### config.mk
export PLATFORM = sky130hd
export DESIGN_NAME = onehot_decoder_seq
export DESIGN_NICKNAME = d
export VERILOG_FILES = /design/src/rtl/onehot_decoder_seq.sv
export SDC_FILE = /design/constraint.sdc
export NUM_CORES = 1
export LEC_CHECK = 0
export BUFFER_PORTS_ARGS = -buffer_cell sky130_fd_sc_hd__buf_2
export CAP_MARGIN = 30
export CORE_AREA = 2 2 39 41
export CTS_CLUSTER_SIZE = 10
export DETAILED_ROUTE_END_ITERATION = 16
export DIE_AREA = 0 0 41 43
export HOLD_SLACK_MARGIN = 0.12
export MAX_ROUTING_LAYER = met4
export SKIP_LAST_GASP = 1
export SYNTH_ARGS = -nofsm -noshare
export SYNTH_HDL_FRONTEND = slang
export SYNTH_SLANG_ARGS = --single-unit
### constraint.sdc
create_clock -name clk -period 5.35 [get_ports clk]
set_clock_uncertainty 0.1 [all_clocks]
set_input_delay 0.2675 -clock clk [delete_from_list [all_inputs] [get_ports clk]]
set_output_delay 0.2675 -clock clk [all_outputs]
set_load 0.02 [all_outputs]
### src/rtl/onehot_decoder_seq.sv
// Registered SEL_W-to-2^SEL_W one-hot decoder with handshake, hold time and upward scan.
// Define DEC_ACTIVE_LOW_EN to make dec_out active-low (inactive value all ones).
module onehot_decoder_seq #(
    parameter int SEL_W    = 2,
    parameter int HOLD_CYC = 1
) (
    input  logic                  clk,
    input  logic                  rst,
    input  logic                  in_valid,
    output logic                  in_ready,
    input  logic [SEL_W-1:0]      in_sel,
    input  logic                  in_scan,
    input  logic                  en,
    input  logic                  abort,
    output logic [(1<<SEL_W)-1:0] dec_out,
    output logic                  busy,
    output logic                  done
);
    localparam int OUT_W = 1 << SEL_W;
    localparam int CNT_W = $clog2(HOLD_CYC + 1);
    localparam logic [SEL_W-1:0] CODE_MAX = SEL_W'(OUT_W - 1);
    localparam logic [CNT_W-1:0] CNT_LAST = CNT_W'(HOLD_CYC - 1);

    typedef enum logic {IDLE, DRIVE} state_t;

    state_t             state_q, state_d;
    logic [SEL_W-1:0]   code_q, code_d;
    logic [CNT_W-1:0]   cnt_q, cnt_d;
    logic               scan_q, scan_d;
    logic [OUT_W-1:0]   dec_q, dec_d;
    logic               last_q, last_d;
    logic [OUT_W-1:0]   dec_raw;

    always_comb begin
        state_d = state_q;
        code_d  = code_q;
        cnt_d   = cnt_q;
        scan_d  = scan_q;
        case (state_q)
            IDLE: begin
                if (in_valid && !abort) begin
                    state_d = DRIVE;
                    code_d  = in_sel;
                    scan_d  = in_scan;
                    cnt_d   = '0;
                end
            end
            DRIVE: begin
                if (abort) begin
                    state_d = IDLE;
                    cnt_d   = '0;
                end else if (en) begin
                    if (cnt_q == CNT_LAST) begin
                        cnt_d = '0;
                        // Scan stops at the top code rather than wrapping
                        if (!scan_q || code_q == CODE_MAX) state_d = IDLE;
                        else code_d = code_q + SEL_W'(1);
                    end else begin
                        cnt_d = cnt_q + CNT_W'(1);
                    end
                end
            end
            default: state_d = IDLE;
        endcase
        dec_d  = (state_d == DRIVE) ? (OUT_W'(1) << code_d) : '0;
        // Flags the final hold cycle of the final code ahead of time
        last_d = (state_d == DRIVE) && (cnt_d == CNT_LAST) && (!scan_d || code_d == CODE_MAX);
    end

    always_ff @(posedge clk) begin
        if (rst) begin
            state_q <= IDLE;
            code_q  <= '0;
            cnt_q   <= '0;
            scan_q  <= 1'b0;
            dec_q   <= '0;
            last_q  <= 1'b0;
        end else begin
            state_q <= state_d;
            code_q  <= code_d;
            cnt_q   <= cnt_d;
            scan_q  <= scan_d;
            dec_q   <= dec_d;
            last_q  <= last_d;
        end
    end

    // en=0 blanks the output in the same cycle it pauses the counter
    assign dec_raw  = en ? dec_q : '0;
`ifdef DEC_ACTIVE_LOW_EN
    assign dec_out  = ~dec_raw;
`else
    assign dec_out  = dec_raw;
`endif
    assign in_ready = (state_q == IDLE);
    assign busy     = (state_q == DRIVE);
    assign done     = last_q & en & ~abort;
endmodule

==> results.txt, run 1 <==
The count of non-filler cells in the finished layout was 88. The tools report the endpoint class of the critical path as a flip-flop. In this run the core area contains 14 standard-cell rows. The worst path needs 1.81 ns of the cycle, external delays included. Post-CTS setup buffer count: 0.

The synthesized netlist occupies a cell area of 508 sq um. The logs give 425 for the total vias in the final route and 0 for the number of gates given a new drive strength after cts. For this design, the CTS-stage hold fixing added 0 buffers. The run finished with clean final reports. The fraction of final layout cells sized beyond drive strength 1 was 0.431; the number of unique standard cell types used by synthesis was 23. Summed over all instances, the cell type with the most area after synthesis is sky130_fd_sc_hd__dfxtp_1.

Once detail routing completed, the nets flagged for antenna violations numbered 0. 0 antenna diodes ended up in the layout. The multi-input combinational cells in the finished layout cover a total of 295 sq um. By area the synthesized netlist is led by sky130_fd_sc_hd__dfxtp_1, sky130_fd_sc_hd__nor2_1, sky130_fd_sc_hd__and2_2.

The H-tree depth reported by CTS is 1, and the fraction of registers with async set/reset is 0. The number of placed instances, taps included, is 84. After layout, the design draws a total of 0.170 mW.

The synthesized flop and latch total works out to 10. Placed wire-length estimate: 791 um. Required time reported for the critical path endpoint: 5.39 ns.

Registers take 200 sq um. The tools report the first-pass detailed-route iteration total as 2. The chip width was 41 um; the worst-margin pin slew was 0.427 ns. The clock buffer count from CTS is 3, and the aggregate global routing overflow is 0.

The final number of hold-violating endpoints is 0, and the final estimated routing congestion in global placement is 0.726. STA classifies the critical path startpoint as a flip-flop. The min-delay analysis places its worst path in the category primary input to flip-flop. After detailed routing, the number of vias per cell comes to 4.83. The tools report the number of max-cap violations as 0. Routed length per placed instance: 10.7 um. The clock net in this run drives a total of 10 sinks. Counting along the longest clock path gives a buffer depth of 2. Master cell of the clock root buffer: sky130_fd_sc_hd__clkbuf_4. The count of final setup violators was 0. For the max-slew violation total from the final report, the log shows 0.

For this run, the number of Yosys warnings is 0. The die covers 1760 sq um. By count the netlist is led by sky130_fd_sc_hd__nor2_1, sky130_fd_sc_hd__dfxtp_1, sky130_fd_sc_hd__and2_2, sky130_fd_sc_hd__nand2_1. In the post-route analysis, the smallest setup slack over all paths is 3.54 ns.

The tools report the final layout net count as 82. The count of input and output buffers is 14, and the placeable core area is 1380 sq um. The pre-CTS setup slack is 3.55 ns, and the die height is 43 um. Counting every net in the synthesized netlist gives 64. Among all cell types in the netlist, the one instantiated most often is sky130_fd_sc_hd__nor2_1. The tools report the tightest slew margin relative to the limit as 0.713. For this run, design rule violations remaining after detail routing come to 0. The logs give 3 for the initial DRC count and 1.66 mm for the global-route wire length before repair. The run gives 0.394 as the fraction of the yosys area taken by sequential cells. The area share of the leading cell type in the synthesized netlist came out at 0.394.

The power per cell area is 270 nW/um^2. Top flip-flop cell by instance count after synthesis: sky130_fd_sc_hd__dfxtp_1. The total negative setup slack is 0 ns. Setup repair after global routing left no endpoint under its margin. The pin count of the biggest net entering global routing was 12; the core utilization of the finished layout was 0.455.

The number of filler cells placed in the layout was 137. The clock network latency to the later pin of the worst-skew pair came out at 0.25 ns. The reported leakage power was 0.283 nW. After synthesis, the mean cell area works out to 9.24 sq um. Timing would allow up to 551 MHz. The tools report the all-layer global routing usage as 0.139. Relative to the synthesized area, the layout overhead comes to 23.9%. For the number of global-route vias before repair, the log shows 393.

Clock-pin slew was measured on the worst setup and hold paths at 0.06 ns. In the synthesized netlist, the number of instances is 55. The maximum vdd drop came out at 0.140 mV. The starting utilization of the core area is 0.367. The final worst-path cycle share works out to 0.339. The initial antenna violation count was 0; the total wire length after detailed routing was 945 um.

Pin placement for this block handled 15 I/O pins. The start-to-end type of the worst setup path is flip-flop to flip-flop. At the worst endpoint, the arrival time is 1.86 ns. Yosys mapped a number of flops with a built-in enable equal to 0. TritonCTS built the clock tree. Along the worst path, the maximum fanout reaches 5.
-- sequential cells by signal, indices dropped and copies added (netlist names) --
signal / count
busy: 1
cnt_q: 1
code_q: 2
scan_q: 1
dec_q: 4
last_q: 1
-- critical path: stages, from the launching register on --
cell and delay [ns]:
sky130_fd_sc_hd__dfxtp_1 0.34, sky130_fd_sc_hd__ha_1 0.19, sky130_fd_sc_hd__nand2b_1 0.19, sky130_fd_sc_hd__or4b_4 0.51
sky130_fd_sc_hd__a31o_2 0.26, sky130_fd_sc_hd__nand2_1 0.08, sky130_fd_sc_hd__nor2_1 0.04
-- area by class of cell --
cell class / count / area share
Multi-Input combinational cell: 42 / 0.469
Sequential cell: 10 / 0.318
Inverter: 2 / 0.0119
Clock buffer: 4 / 0.0577
Tap cell: 16 / 0.0318
Timing Repair Buffer: 14 / 0.111
-- report_power, final --
part	switching, mW	internal (mW)	total, mW
Combinational	0.0142	0.0112	0.0254
Sequential	0.00253	0.0776	0.0801
Clock	0.0232	0.0412	0.0644
Total	0.0399	0.130	0.170
-- cells by family after synthesis --
kind of cell	Yosys count	synth area share
mux	1	0.0197
flops	10	0.394
fa+ha+maj	1	0.0246
compound gates	10	0.163
buf+inv	3	0.0246
simple gates	30	0.374
-- layer usage --
metal | GRT usage | share of wire | vias to the layer above
met3 | 0.0471 | 0.036 | 0
met4 | 0.0200 | 0 | 0
li1 | - | - | 229
met2 | 0.206 | 0.49 | 10
met5 | - | 0 | -
met1 | 0.183 | 0.48 | 186
-- placed cells by master, fill, tap and decap left out --
cell                       count
sky130_fd_sc_hd__and2_1        1
sky130_fd_sc_hd__a31oi_2       2
sky130_fd_sc_hd__inv_1         2
sky130_fd_sc_hd__ha_1          1
sky130_fd_sc_hd__or4_4         1
sky130_fd_sc_hd__o21ai_0       1
sky130_fd_sc_hd__o31ai_1       2
sky130_fd_sc_hd__a21oi_1       1
sky130_fd_sc_hd__clkbuf_4      3
sky130_fd_sc_hd__nand2b_4      1
sky130_fd_sc_hd__nor4_2        1
sky130_fd_sc_hd__buf_2        14
sky130_fd_sc_hd__mux2i_1       1
sky130_fd_sc_hd__dfxtp_1      10
sky130_fd_sc_hd__nand2_1       3
sky130_fd_sc_hd__nand2b_1      2
sky130_fd_sc_hd__a31o_2        2
sky130_fd_sc_hd__or4b_4        1
sky130_fd_sc_hd__and3b_1       2
sky130_fd_sc_hd__nor2_1       12
sky130_fd_sc_hd__clkbuf_8      1
sky130_fd_sc_hd__nor3_1        1
sky130_fd_sc_hd__and2_2        4
sky130_fd_sc_hd__a211oi_1      2
sky130_fd_sc_hd__and4b_2       1
-- metrics by stage --
stage / area [sq um] / hold slack [ns]
after floorplan: 508 / 0.240
after global placement: 593 / 0.416
after detailed placement: 593 / 0.417
after CTS: 629 / 0.144
after global routing: 629 / 0.148
final: 629 / 0.145
-- final timing paths --
path                  start         to  slack [ns]  depth (start not counted)
setup / recovery  code_q[0]   dec_q[0]        3.54                          6
setup reg to reg  code_q[0]   dec_q[0]        3.54                          6
hold reg to reg      scan_q     scan_q        0.44                          2
hold / removal          rst  code_q[1]        0.14                          2
No activity file was read; power rests on OpenSTA's default activity.
==> run 2: changes to the inputs <==
==> constraint.sdc (replaced) <==
create_clock -name clk -period 1.5 [get_ports clk]
set_clock_uncertainty 0.1 [all_clocks]
set_input_delay 0.075 -clock clk [delete_from_list [all_inputs] [get_ports clk]]
set_output_delay 0.075 -clock clk [all_outputs]
set_load 0.02 [all_outputs]
==> results.txt, run 2 (same netlist as run 1, synthesis figures left out) <==
The depth of the most critical reg-to-reg path is 6 (unchanged). The checks that failed: setup timing. The cell area after placement is 699 sq um (was 593 sq um).

The final period demand of the worst path works out to 1.73 ns (was 1.81 ns). Setup repair after global routing could not meet its margin everywhere. The I/O pin count was 15 (unchanged). The tools report the clock network latency to the later pin of the worst-skew pair as 0.26 ns (was 0.25 ns). The sequential cell area was 203 sq um (was 200 sq um). Routed length per placed instance: 12.5 um (was 10.7 um). The number of cells in the design after placement came out at 95 (was 84). For the final number of hold-violating endpoints, the log shows 0 (unchanged). For the placed wire-length estimate, the log shows 975 um (was 791 um).

The die height was 43 um (unchanged). The count of final setup violators was 8 (was 0); the tightest slew margin relative to the limit was 0.749 (was 0.713). For the arrival time reported for the critical path endpoint, the log shows 1.77 ns (was 1.86 ns). The tools report the initial DRC count as 13 (was 3).

The logs give 0 (unchanged) for the aggregate global routing overflow and 0 (unchanged) for the post-CTS setup buffer count. The run gives 0 (unchanged) as the number of antenna-violating nets in the routed design. The flip-flop count of the largest register after layout is 4 (unchanged), and the pre-CTS setup slack is -0.201 ns (was 3.55 ns). The fraction of power consumed by the clock network is 0.354 (was 0.379), and the power share of the sequential group is 0.426 (was 0.472). The H-tree depth reported by CTS was 1 (unchanged). Count of input and output buffers: 14 (unchanged). Highest clock rate: 579 MHz (was 551 MHz).

The first-pass detailed-route iteration total is 3 (was 2), and the number of global-route vias before repair is 499 (was 393). The reported leakage power was 0.356 nW (was 0.283 nW); the total negative setup slack was -1.20 ns (was 0 ns). The multi-input logic area came out at 348 sq um (was 295 sq um).

The residual DRC count came out at 0 (unchanged). The final layout net count came out at 95 (was 82). The fraction of final layout cells sized beyond drive strength 1 came out at 0.600 (was 0.431). Biggest regs: dec_q (4), code_q (2) (unchanged).

The all-layer global routing usage was 0.184 (was 0.139). Register name with the most flops: dec_q (unchanged). The max-slew violation total from the final report was 0 (unchanged). Post-synthesis to final-layout area growth: 55.7% (was 23.9%). The class of the tightest hold or removal check is primary input to flip-flop (unchanged).

The global-route wire length before repair was 2.12 mm (was 1.66 mm). The vias per cell was 4.88 (was 4.83); the final worst-path cycle share was 1.15 (was 0.339). The most common library cell in the layout ignoring fill and taps was sky130_fd_sc_hd__buf_2 (unchanged). The logs give 1.27 mm (was 945 um) for the total wire length after detailed routing and 2 (unchanged) for the buffer depth of the longest clock path. The instance count along the most critical hold path came out at 4 (was 2).

The run gives 0.827 (was 0.726) as the final estimated routing congestion in global placement. The tools report the master cell of the clock root buffer as sky130_fd_sc_hd__clkbuf_4 (unchanged). Commonest non-fill, non-tap cells in the layout: sky130_fd_sc_hd__buf_2, sky130_fd_sc_hd__nor2_1, sky130_fd_sc_hd__buf_4, sky130_fd_sc_hd__dfxtp_1, sky130_fd_sc_hd__and2_2 (was sky130_fd_sc_hd__buf_2, sky130_fd_sc_hd__nor2_1, sky130_fd_sc_hd__dfxtp_1, sky130_fd_sc_hd__and2_2).

For the net switching power, the log shows 0.168 mW (was 0.0399 mW). The total vias in the final route was 493 (was 425); the portion of total power attributed to combinational logic was 0.220 (was 0.149). The endpoint class of the critical path was a flip-flop (unchanged).

The number of filler cells placed in the layout was 130 (was 137); the number of core rows was 14 (unchanged). The starting utilization of the core area was 0.367 (unchanged); the die footprint was 1760 sq um (unchanged). The nature of the critical path startpoint is a flip-flop (unchanged). The number of max-cap violations was 0 (unchanged). The start-to-end type of the worst setup path is flip-flop to flip-flop (unchanged). The final worst-path setup slack came out at -0.226 ns (was 3.54 ns).

The clock-pin slew on the worst setup and hold paths came out at 0.06 ns (about the same). The chip width is 41 um (unchanged), and the maximum fanout encountered on the critical timing path is 3 (was 5). Final instance area: 791 sq um (was 629 sq um). The tools report the antenna diode instance count as 0 (unchanged). The core utilization of the finished layout came out at 0.571 (was 0.455). The net switching fraction of the power came out at 0.253 (was 0.235). Required time reported for the critical path endpoint: 1.55 ns (was 5.39 ns). The logs give 10 (unchanged) for the TritonCTS sink count and 3 (unchanged) for the clock buffer count from CTS. The tools report the design internal power as 0.498 mW (was 0.130 mW). The run finished, with violations left. The placeable core area is 1380 sq um (unchanged), and the maximum vdd drop is 0.572 mV (was 0.140 mV). The worst-margin pin slew is 0.374 ns (was 0.427 ns), and the initial antenna violation count is 0 (unchanged). TritonCTS built the clock tree.

The tools report the count of non-filler cells in the finished layout as 101 (was 88). The power per cell area came out at 842 nW/um^2 (was 270 nW/um^2). The tools report the pin count of the biggest net entering global routing as 8 (was 12).
-- run 2: worst max-delay path, cell delays in order (launching register included) --
cell and delay [ns]:
sky130_fd_sc_hd__dfxtp_2 0.32, sky130_fd_sc_hd__ha_2 0.17, sky130_fd_sc_hd__nand2b_4 0.15, sky130_fd_sc_hd__or4b_4 0.51
sky130_fd_sc_hd__a31o_4 0.26, sky130_fd_sc_hd__nand2_4 0.07, sky130_fd_sc_hd__nor2_1 0.04
-- run 2: cell type report --
cell class	count	area share
Clock buffer	4	0.0459
Inverter	2	0.00949
Multi-Input combinational cell	42	0.440
Sequential cell	10	0.256
Tap cell	16	0.0253
Timing Repair Buffer	27	0.223
-- run 2: path summary, 6_finish.rpt --
check,startpoint,to,slack (ns)
max,code_q[1],dec_q[0],-0.23
min,abort,busy,0.18
max reg2reg,code_q[1],dec_q[0],-0.23
min reg2reg,scan_q,scan_q,0.54
-- run 2: routing by layer --
| metal | wire length, um | part of all wire | GRT usage | vias to the layer above |
|---|---|---|---|---|
| met5 | 0 | 0 | - | - |
| met2 | 547 | 0.43 | 0.263 | 10 |
| li1 | - | - | - | 255 |
| met3 | 43 | 0.034 | 0.0157 | 4 |
| met1 | 643 | 0.51 | 0.248 | 224 |
| met4 | 30 | 0.024 | 0.100 | 0 |
-- run 2: power by group through the flow --
stage,registers [mW],clock network (mW),logic (mW)
5_1_grt,0.285,0.257,0.161
3_5_place_dp,0.290,0,0.128
3_3_place_gp,0.290,0,0.127
6_report,0.284,0.236,0.147
2_1_floorplan,0.290,0,0.0692
4_1_cts,0.284,0.245,0.138
-- run 2: timing repair --
action | in CTS | in global routing
setup endpoints to repair | 8 | 8
pin swaps | 3 | 2
endpoints found under the hold margin | 6 | 0
resized for setup | 2 | 6
hold buffers | 2 | 0
-- run 2: stage by stage --
stage | total power, mW | hold WS, ns
after floorplan | 0.360 | 0.0398
after global placement | 0.417 | 0.225
after detailed placement | 0.418 | 0.218
after CTS | 0.667 | 0.171
after global routing | 0.703 | 0.199
final | 0.666 | 0.184
==> run 3: changes to the inputs <==
--- a/config.mk
+++ b/config.mk
@@ -5,6 +5,7 @@
 export SDC_FILE = /design/constraint.sdc
 export NUM_CORES = 1
 export LEC_CHECK = 0
+export ABC_AREA = 1
 export BUFFER_PORTS_ARGS = -buffer_cell sky130_fd_sc_hd__buf_2
 export CAP_MARGIN = 30
 export CORE_AREA = 2 2 39 41
==> results.txt, run 3 <==
The flow ran to the end, and the final reports show no timing, DRC or antenna violations. Aggregate global routing overflow: 0 (unchanged). Area share of the leading cell type in the synthesized netlist: 0.404 (was 0.394). Setup repair after global routing left no endpoint under its margin. The reg-to-reg critical path endpoint is dec_q[1] (was dec_q[0]).

The library cell occupying the most area in the post-synthesis netlist is sky130_fd_sc_hd__dfxtp_1 (unchanged). TritonCTS built the clock tree. The I/O pin count was 15 (unchanged). The logs give 71 (was 55) for the number of standard cells after synthesis and 421 (was 499) for the number of global-route vias before repair. Vias per cell: 4.37 (was 4.88). Class of the tightest hold or removal check: primary input to flip-flop (unchanged).

The run gives 0 (unchanged) as the post-CTS setup buffer count. The final worst-path cycle share works out to 0.939 (was 1.15). Cells along the critical path: dlygate4sd3_1, buf_2, inv_2, nand2_1, a21oi_1, o21ai_0, nand2_2, inv_1, nand2_1, nor2_1 (was ha_2, nand2b_4, or4b_4, a31o_4, nand2_4, nor2_1).

The max-slew violation total from the final report is 0 (unchanged). The number of max-cap violations was 0 (unchanged). The start-to-end type of the worst setup path was primary input to flip-flop (was flip-flop to flip-flop).

For the final estimated routing congestion in global placement, the log shows 0.788 (was 0.827). The die height is 43 um (unchanged). The buffers plus inverters on the worst setup path was 4 (was 0); the H-tree depth reported by CTS was 1 (unchanged). The synthesized flop and latch total is 10 (unchanged). The tools report the worst min-delay path endpoint as cnt_q (was busy).

The fraction of final layout cells sized beyond drive strength 1 is 0.340 (was 0.600), and the starting utilization of the core area is 0.358 (was 0.367). Reported leakage power: 0.354 nW (was 0.356 nW). The flip-flop count of the largest register after layout works out to 4 (unchanged).

The final number of hold-violating endpoints is 0 (unchanged), and the tightest slew margin relative to the limit is 0.818 (was 0.749). The logs give 0 (unchanged) for the residual DRC count and 1.04 mm (was 1.27 mm) for the total wire length after detailed routing. The average cell area after synthesis was 6.98 sq um (was 9.24 sq um); the clock buffer count from CTS was 3 (unchanged). The post-layout total power was 0.630 mW (was 0.666 mW). Final period demand of the worst path: 1.41 ns (was 1.73 ns).

The initial DRC count was 12 (was 13); the chip width was 41 um (unchanged). The net count after synthesis is 80 (was 64), and the fraction of the yosys area taken by sequential cells is 0.404 (was 0.394). The run gives 0.489 (was 0.571) as the core utilization of the finished layout.

The most numerous cell type found on the critical path is sky130_fd_sc_hd__nand2_1. The run gives 0 ns (was -1.20 ns) as the total negative setup slack. The worst-margin pin slew was 0.273 ns (was 0.374 ns).

The run gives 0.366 mV (was 0.572 mV) as the maximum vdd drop. The number of unique standard cell types used by synthesis is 13 (was 23), and the required time reported for the critical path endpoint is 1.56 ns (was 1.55 ns). The run gives 0 (unchanged) as the antenna diode instance count. The hold path startpoint was en (was abort).

The highest clock rate is 710 MHz (was 579 MHz). Worst-path cell with the longest stage delay: sky130_fd_sc_hd__dlygate4sd3_1 (was sky130_fd_sc_hd__or4b_4). The worst-case register-to-register setup slack is 0.13 ns (was -0.23 ns). The top flip-flop cell by instance count after synthesis was sky130_fd_sc_hd__dfxtp_1 (unchanged). The count of final setup violators was 0 (was 8); the first-pass detailed-route iteration total was 4 (was 3).

For the TritonCTS sink count, the log shows 10 (unchanged). The leading cell type by number of instances after synthesis is sky130_fd_sc_hd__nand2_1 (was sky130_fd_sc_hd__nor2_1). The logs give 0.27 ns (was 0.26 ns) for the clock network latency to the later pin of the worst-skew pair and 104 (was 95) for the final layout net count. The tools report the total vias in the final route as 481 (was 493). The tools report the number of core rows as 14 (unchanged).

Commonest non-fill, non-tap cells in the layout: sky130_fd_sc_hd__nand2_1, sky130_fd_sc_hd__buf_2, sky130_fd_sc_hd__inv_1, sky130_fd_sc_hd__nor2_1, sky130_fd_sc_hd__dfxtp_1 (was sky130_fd_sc_hd__buf_2, sky130_fd_sc_hd__nor2_1, sky130_fd_sc_hd__buf_4, sky130_fd_sc_hd__dfxtp_1, sky130_fd_sc_hd__and2_2). The all-layer global routing usage was 0.146 (was 0.184); the post-synthesis cell area was 495 sq um (was 508 sq um). The endpoint class of the critical path is a flip-flop (unchanged). The tools report the master cell of the clock root buffer as sky130_fd_sc_hd__clkbuf_4 (unchanged).

Top area cells in the synthesized netlist: sky130_fd_sc_hd__dfxtp_1, sky130_fd_sc_hd__nand2_1, sky130_fd_sc_hd__inv_1 (was sky130_fd_sc_hd__dfxtp_1, sky130_fd_sc_hd__nor2_1, sky130_fd_sc_hd__and2_2). The die footprint came out at 1760 sq um (unchanged). Nature of the critical path startpoint: a primary input (was a flip-flop). The delay contributed by the slowest stage of the critical path is 0.53 ns (was 0.51 ns), and the count of flip-flops with a built-in enable after synthesis is 0 (unchanged).

The arrival time reported for the critical path endpoint is 1.47 ns (was 1.77 ns). The logs give 0 (unchanged) for the number of warning messages in the yosys log and 1380 sq um (unchanged) for the placeable core area. Most numerous cell types in the synthesized netlist: sky130_fd_sc_hd__nand2_1, sky130_fd_sc_hd__inv_1, sky130_fd_sc_hd__nor2_1, sky130_fd_sc_hd__dfxtp_1, sky130_fd_sc_hd__nand3_1 (was sky130_fd_sc_hd__nor2_1, sky130_fd_sc_hd__dfxtp_1, sky130_fd_sc_hd__and2_2, sky130_fd_sc_hd__nand2_1). The count of input and output buffers was 14 (unchanged); the post-synthesis to final-layout area growth was 36.6% (was 55.7%). The critical path's top delay family is buffers and inverters (was simple AND/OR/NAND/NOR gates). The fraction of registers with async set/reset came out at 0 (unchanged).

Placed wire-length estimate: 809 um (was 975 um). The power per cell area was 931 nW/um^2 (was 842 nW/um^2). The run gives 0 (unchanged) as the number of antenna-violating nets in the routed design. The clock-pin slew on the worst setup and hold paths is 0.06 ns (about the same). The run gives 0 (unchanged) as the initial antenna violation count. Biggest regs: dec_q (4), code_q (2) (unchanged). The routed length per placed instance works out to 9.49 um (was 12.5 um).

The depth of the most critical reg-to-reg path was 10 (was 6). The register name with the most flops is dec_q (unchanged). The global-route wire length before repair is 1.63 mm (was 2.12 mm), and the instance count along the most critical hold path is 4 (unchanged). The tools report the buffer depth of the longest clock path as 2 (unchanged).

The maximum fanout encountered on the critical timing path is 4 (was 3). The reg-to-reg startpoint was code_q[0] (was code_q[1]). The pin count of the biggest net entering global routing was 9 (was 8).
[run 3: changes by cell type after synthesis, moves of 3 or more]
| cell | change |
|---|---|
| sky130_fd_sc_hd__and2_2 | -4 |
| sky130_fd_sc_hd__inv_1 | +11 |
| sky130_fd_sc_hd__nand2_1 | +11 |
| sky130_fd_sc_hd__nand2_2 | +3 |
| sky130_fd_sc_hd__nand3_1 | +5 |
| sky130_fd_sc_hd__nand3_2 | +3 |
| sky130_fd_sc_hd__o21ai_0 | +3 |
[run 3: cell families after synthesis]
kind of cell,Yosys count,share of synthesized area
AOI/OAI and AO/OA,8,0.0960
adders and majority gates,1,0.0252
and+or+nand+nor,37,0.361
buffers and inverters,15,0.114
DFF,10,0.404
[run 3: worst max path at each step]
stage / start / to / cells past startpoint
detailed placement: code_q[0] / dec_q[0] / 10
finish: abort / dec_q[0] / 10
CTS: abort / dec_q[0] / 10
global placement: code_q[0] / dec_q[0] / 10
floorplan: busy / last_q / 6
global route: code_q[0] / dec_q[0] / 10
[run 3: stage by stage]
step	std cells	worst slack [ns]	instance area, sq um	hold WS (ns)
final	110	0.0919	677	0.146
after global routing	110	0.00101	677	0.176
after CTS	110	0.0463	672	0.148
after detailed placement	101	0.0805	586	0.219
after global placement	101	0.0785	586	0.218
after floorplan	71	0.132	495	0.0471
[run 3: layer usage]
layer | part of all wire | global-route usage | vias up | routed length (um)
li1 | - | - | 260 | -
met1 | 0.45 | 0.151 | 206 | 471
met2 | 0.48 | 0.231 | 11 | 503
met3 | 0.038 | 0.0314 | 4 | 40
met4 | 0.028 | 0.100 | 0 | 29
met5 | 0 | - | - | 0
[run 3: repair_timing]
action	in CTS	in global routing
endpoints found under the setup margin	0	7
endpoints found under the hold margin	10	0
gates resized for setup	0	3
hold buffers	5	0
[run 3: worst register-to-register path: cells and delay by family (launching register included)]
kind / cells / cell delay (ns)
DFF: 1 / 0.33
and+or+nand+nor: 7 / 0.56
buffers and inverters: 2 / 0.13
adders and majority gates: 1 / 0.19
[run 3: area by class of cell]
class	count	area (sq um)
multi-input combinational	46	244
clock buffer	4	36.3
fill	135	707
inverter	15	56.3
tap	16	20.0
timing repair buffer	19	120
sequential	10	200
[run 3: power by group]
part	internal, mW	switching [mW]	total (mW)	leakage (nW)
clock network	0.147	0.0913	0.239	0.0210
logic	0.0416	0.0642	0.106	0.251
registers	0.277	0.00808	0.285	0.0815
